`src/rtl/faust_softclip_pkg.sv`:
```
// faust_softclip_pkg: shared sizes, FSM state type and tanh soft-clip coefficient table.
//   DATA_WIDTH  coefficient width (Q1.6 two's complement)
//   NUM_SEG     piecewise segments, SEG_W bits of index
//   NUM_COEF    coefficients per segment, IDX_W bits of index
//   COEF        [segment][coefficient] table, c0 first
package faust_softclip_pkg;
   localparam int DATA_WIDTH = 8;
   localparam int NUM_SEG    = 4;
   localparam int NUM_COEF   = 4;
   localparam int SEG_W      = $clog2(NUM_SEG);
   localparam int IDX_W      = $clog2(NUM_COEF);
   typedef enum logic {IDLE, EMIT} state_t;
   localparam logic [DATA_WIDTH-1:0] COEF [NUM_SEG][NUM_COEF] = '{
      '{8'h00, 8'h40, 8'h00, 8'hD5},
      '{8'h12, 8'h38, 8'hF0, 8'h04},
      '{8'h3A, 8'h10, 8'hFC, 8'h00},
      '{8'h40, 8'h00, 8'h00, 8'h00}
   };
endpackage

```
`src/rtl/handshake_coeff_rom.sv`:
```
// handshake_coeff_rom: combinational coefficient lookup.
//   seg   in   segment index (out-of-range values saturate to the last segment)
//   idx   in   coefficient index within the segment
//   coef  out  COEF[seg][idx]
module handshake_coeff_rom
   import faust_softclip_pkg::*;
(
   input  logic [SEG_W-1:0]      seg,
   input  logic [IDX_W-1:0]      idx,
   output logic [DATA_WIDTH-1:0] coef
);
   logic [SEG_W-1:0] seg_c;
   // Saturation only exists when the index width can express missing segments.
   if ((1 << SEG_W) == NUM_SEG) begin : g_full
      assign seg_c = seg;
   end else begin : g_clamp
      assign seg_c = (seg >= SEG_W'(NUM_SEG - 1)) ? SEG_W'(NUM_SEG - 1) : seg;
   end
   assign coef = COEF[seg_c][idx];
endmodule

```
`src/rtl/handshake_coeff_sequencer.sv`:
```
// handshake_coeff_sequencer: turns each ctrl segment token into a NUM_COEF-beat coefficient burst.
//   clk, rst     clock, asynchronous active-high reset
//   ctrl         segment index, sampled on ctrl_valid & ctrl_ready
//   ctrl_valid   ctrl token valid
//   ctrl_ready   ctrl token accepted (idle, or last beat being consumed)
//   outs         current coefficient, 0 when idle
//   outs_valid   coefficient token valid
//   outs_ready   downstream accepts coefficient
//   outs_last    final coefficient of the burst
module handshake_coeff_sequencer
   import faust_softclip_pkg::*;
(
   input  logic                  clk,
   input  logic                  rst,
   input  logic [SEG_W-1:0]      ctrl,
   input  logic                  ctrl_valid,
   output logic                  ctrl_ready,
   output logic [DATA_WIDTH-1:0] outs,
   output logic                  outs_valid,
   input  logic                  outs_ready,
   output logic                  outs_last
);
   state_t           state_q, state_d;
   logic [IDX_W-1:0] idx_q, idx_d;
   logic [SEG_W-1:0] seg_q, seg_d;
   logic [DATA_WIDTH-1:0] coef;
   handshake_coeff_rom u_rom (
      .seg  (seg_q),
      .idx  (idx_q),
      .coef (coef)
   );
   always_ff @(posedge clk or posedge rst) begin
      if (rst) begin
         state_q <= IDLE;
         idx_q   <= '0;
         seg_q   <= '0;
      end else begin
         state_q <= state_d;
         idx_q   <= idx_d;
         seg_q   <= seg_d;
      end
   end
   always_comb begin
      state_d    = state_q;
      idx_d      = idx_q;
      seg_d      = seg_q;
      outs_valid = state_q == EMIT;
      outs_last  = outs_valid && idx_q == IDX_W'(NUM_COEF - 1);
      outs       = outs_valid ? coef : '0;
      // Accepting on the last beat lets the next burst follow with no bubble.
      ctrl_ready = !outs_valid || (outs_last && outs_ready);
      if (outs_valid && outs_ready) begin
         idx_d   = outs_last ? '0 : idx_q + 1'b1;
         state_d = outs_last ? IDLE : EMIT;
      end
      if (ctrl_valid && ctrl_ready) begin
         seg_d   = ctrl;
         idx_d   = '0;
         state_d = EMIT;
      end
   end
endmodule

```
`config.mk`:
```
export PLATFORM = sky130hd
export DESIGN_NAME = handshake_coeff_sequencer
export DESIGN_NICKNAME = d
export VERILOG_FILES = /design/src/rtl/faust_softclip_pkg.sv /design/src/rtl/handshake_coeff_rom.sv /design/src/rtl/handshake_coeff_sequencer.sv
export SDC_FILE = /design/constraint.sdc
export NUM_CORES = 1
export LEC_CHECK = 0
export CORE_AREA = 10 10 47 49
export DETAILED_ROUTE_END_ITERATION = 10
export DIE_AREA = 0 0 57 59
export PLACE_DENSITY = 0.65
export REMOVE_ABC_BUFFERS = 1
export SETUP_SLACK_MARGIN = 0.3
export SLEW_MARGIN = 0
export SYNTH_ARGS = -nofsm -noshare
export SYNTH_HDL_FRONTEND = slang
export SYNTH_SLANG_ARGS = --single-unit
```
`constraint.sdc`:
```
create_clock -name clk -period 2.81 [get_ports clk]
set_clock_uncertainty 0.15 [all_clocks]
set_input_delay 0.4215 -clock clk [delete_from_list [all_inputs] [get_ports clk]]
set_output_delay 0.4215 -clock clk [all_outputs]
set_load 0.005 [all_outputs]
```
==> impl_metrics.ini <==
[outcome]
outcome = finished clean

[cts]
cts_sinks = 5
hold_buffers = 0
clk_latency_ns = 0.24
cts_tree = built
cts.htree.levels = 1
clk_pin_slew_ns = 0.04
cts-root-buf = clkbuf_4
clk_path_buf_depth = 2
cts_buffers = 3

[synth]
yosys_warnings = 0
synth_top_cell_area_share = 0.2695
yosys.area.top_type = dfrtp_1
ys_seq_elements = 5
syn_inst = 53
synth_cell_type_count = 21
yosysSeqAreaShare = 0.2695
synth_area_leaders = dfrtp_1 (27%), ha_1 (13%), nand2_1 (8.1%)
syn_area_um2 = 464.2
syn_area_per_cell_um2 = 8.758

[flow_run]
drv_cap = 0

[critical_path]
crit_required_ns = 2.24
worstSetupEndpointType = primary output
cpMaxStageDelayCell = clkdlybuf4s50_1
crit_path_cell_trace = inv_2 > ha_4 > nand2b_1 > nand2_1 > o211a_1 > clkdlybuf4s50_1
worstSetupPathType = flop to primary output
cpPeakStageDelay_ns = 0.50
worst-path-max-fanout = 4
cp_data_arrival_time_ns = 1.81
startpoint_type = flop

[finish]
n_antenna_cell = 0
drive_gt1_frac = 0.1806
finish.utilization = 0.4911
nets = 84
synthToLayoutAreaGrowth_pct = 48.25
fin_cells = 88

[global_route]
grt_max_degree = 14
grtUsageTotal = 0.05946
globalRoute.totalOverflow = 0
grt_pass1_wl_mm = 1.649
grt_pass1_vias = 393
antenna_found_initial = 0

[die]
num_rows = 14
die_area_mm2 = 0.003363
ioPinCount = 17
floorplan.die.width_um = 57
core_mm2 = 0.001401
dieHeight_um = 59
initial_core_util = 0.3312

[sta]
final_max_slew_viol_count = 0
fin_crit_sh = 0.8493
rsz0062_at_grt = no
fin_setup_tns_ns = 0
max_freq_mhz = 419.0
setup_viol = 0
relSlewSlack = 0.7579
period_needed_ns = 2.386
whs_ns = 0.2282
finalHoldViolations = 0
tightest_slew_ns = 0.3632

[routing]
firstDrtPassIters = 4
route.detailed.drc = 0
vias_per_cell = 4.693
routedWlPerCell_um = 11.59
totalWireLength_mm = 1.020
vias = 413
initialDrtViolationCount = 8
ant_nets = 0

[place]
dpl.cell_count = 82
routabilityCongestion = 0.7448
io_buffers = 16
detailed_place_hpwl_um = 821.2

[min_path]
hp-class = input pin to async pin

[power_and_ir_drop]
p_leak_nw = 0.3287
p_per_area_mw_per_mm2 = 1112
vdd_drop_max_v = 0.0004592
total_power_mw = 0.7653
metrics by stage:
| stage | cell area (µm²) | worst slack, ns |
|---|---|---|
| 6_report | 688.2 | 0.4235 |
| 5_1_grt | 688.2 | 0.3154 |
| 3_5_place_dp | 629.4 | 0.5979 |
| 3_3_place_gp | 629.4 | 0.6043 |
| 2_1_floorplan | 449.2 | 1.157 |
| 4_1_cts | 655.6 | 0.3484 |
where the power goes:
group          internal (mW)  switching [mW]
Sequential             0.103          0.0572
Combinational          0.330           0.196
Clock                 0.0535          0.0259
cells in the mapped netlist:
| master | instances |
|---|---|
| a21bo_4 | 1 |
| a21oi_1 | 2 |
| and2_1 | 3 |
| and2b_2 | 1 |
| buf_2 | 2 |
| clkbuf_2 | 1 |
| dfrtp_1 | 5 |
| ha_1 | 5 |
| inv_1 | 3 |
| mux2_4 | 2 |
| mux2i_1 | 3 |
| nand2_1 | 10 |
| nand2_4 | 1 |
| nand2b_1 | 3 |
| nand4_1 | 1 |
| nor2_1 | 1 |
| nor2b_1 | 1 |
| nor3b_1 | 2 |
| o211a_1 | 1 |
| o21ai_0 | 4 |
| or2b_1 | 1 |
cell usage in the layout (no fill, tap or decap), types with 2 or more instances in the layout:
cell type / count
and2_1: 3
nand2b_1: 3
a21oi_1: 2
buf_4: 2
dfrtp_1: 5
clkdlybuf4s50_1: 16
ha_1: 4
mux2i_1: 3
o21ai_0: 4
inv_1: 2
nand2_1: 10
mux2_4: 2
clkbuf_4: 3
final timing paths:
path / startpoint / endpoint / slack [ns] / cells past startpoint
max: seg_q[1]$_DFFE_PP0P_ / outs[5] / 0.42 / 6
min: rst / idx_q[1]$_DFFE_PP0P_ / 0.23 / 2
max reg2reg: idx_q[0]$_DFFE_PP0P_ / seg_q[0]$_DFFE_PP0P_ / 1.15 / 4
min reg2reg: seg_q[0]$_DFFE_PP0P_ / seg_q[0]$_DFFE_PP0P_ / 0.50 / 2
max in group asynchronous: rst / seg_q[0]$_DFFE_PP0P_ / 2.11 / 2
min in group clk: seg_q[0]$_DFFE_PP0P_ / seg_q[0]$_DFFE_PP0P_ / 0.50 / 2
flip-flops by register name, indices dropped and copies added, names as in the netlist:
name / cells
idx_q: 2
outs_valid: 1
seg_q: 2
logic make-up after synthesis:
family | count (synthesis) | share of synthesized area
compound gates | 8 | 0.1213
fa+ha+maj | 5 | 0.1348
buf+inv | 6 | 0.05659
flops | 5 | 0.2695
mux | 5 | 0.1294
simple gates | 24 | 0.2884
critical path, delay by kind of cell, from the launching register on:
kind | cells | cell delay, ns
adder cells (fa/ha/maj) | 1 | 0.28
buffers and inverters | 2 | 0.58
flip-flops | 1 | 0.39
AO/OA/AOI/OAI | 1 | 0.15
AND/OR/NAND/NOR | 2 | 0.19
routing by layer:
layer	GRT usage	share of wire
met4	0.03020	0
met2	0.09147	0.48
met1	0.06731	0.43
met3	0.02790	0.088
met5	0	0
repair_timing:
| item | CTS | global route |
|---|---|---|
| gates resized for setup | 0 | 3 |
| endpoints found under the setup margin | 0 | 4 |
| buffers inserted | 0 | 2 |
cell type report:
type                            count  area, µm²
Timing Repair Buffer               18      175.2
Inverter                            3      11.26
Fill cell                         158      713.2
Tap cell                           16      20.02
Sequential cell                     5      125.1
Clock buffer                        4      26.28
Multi-Input combinational cell     42      330.3
No activity file was read; power rests on OpenSTA's default activity.
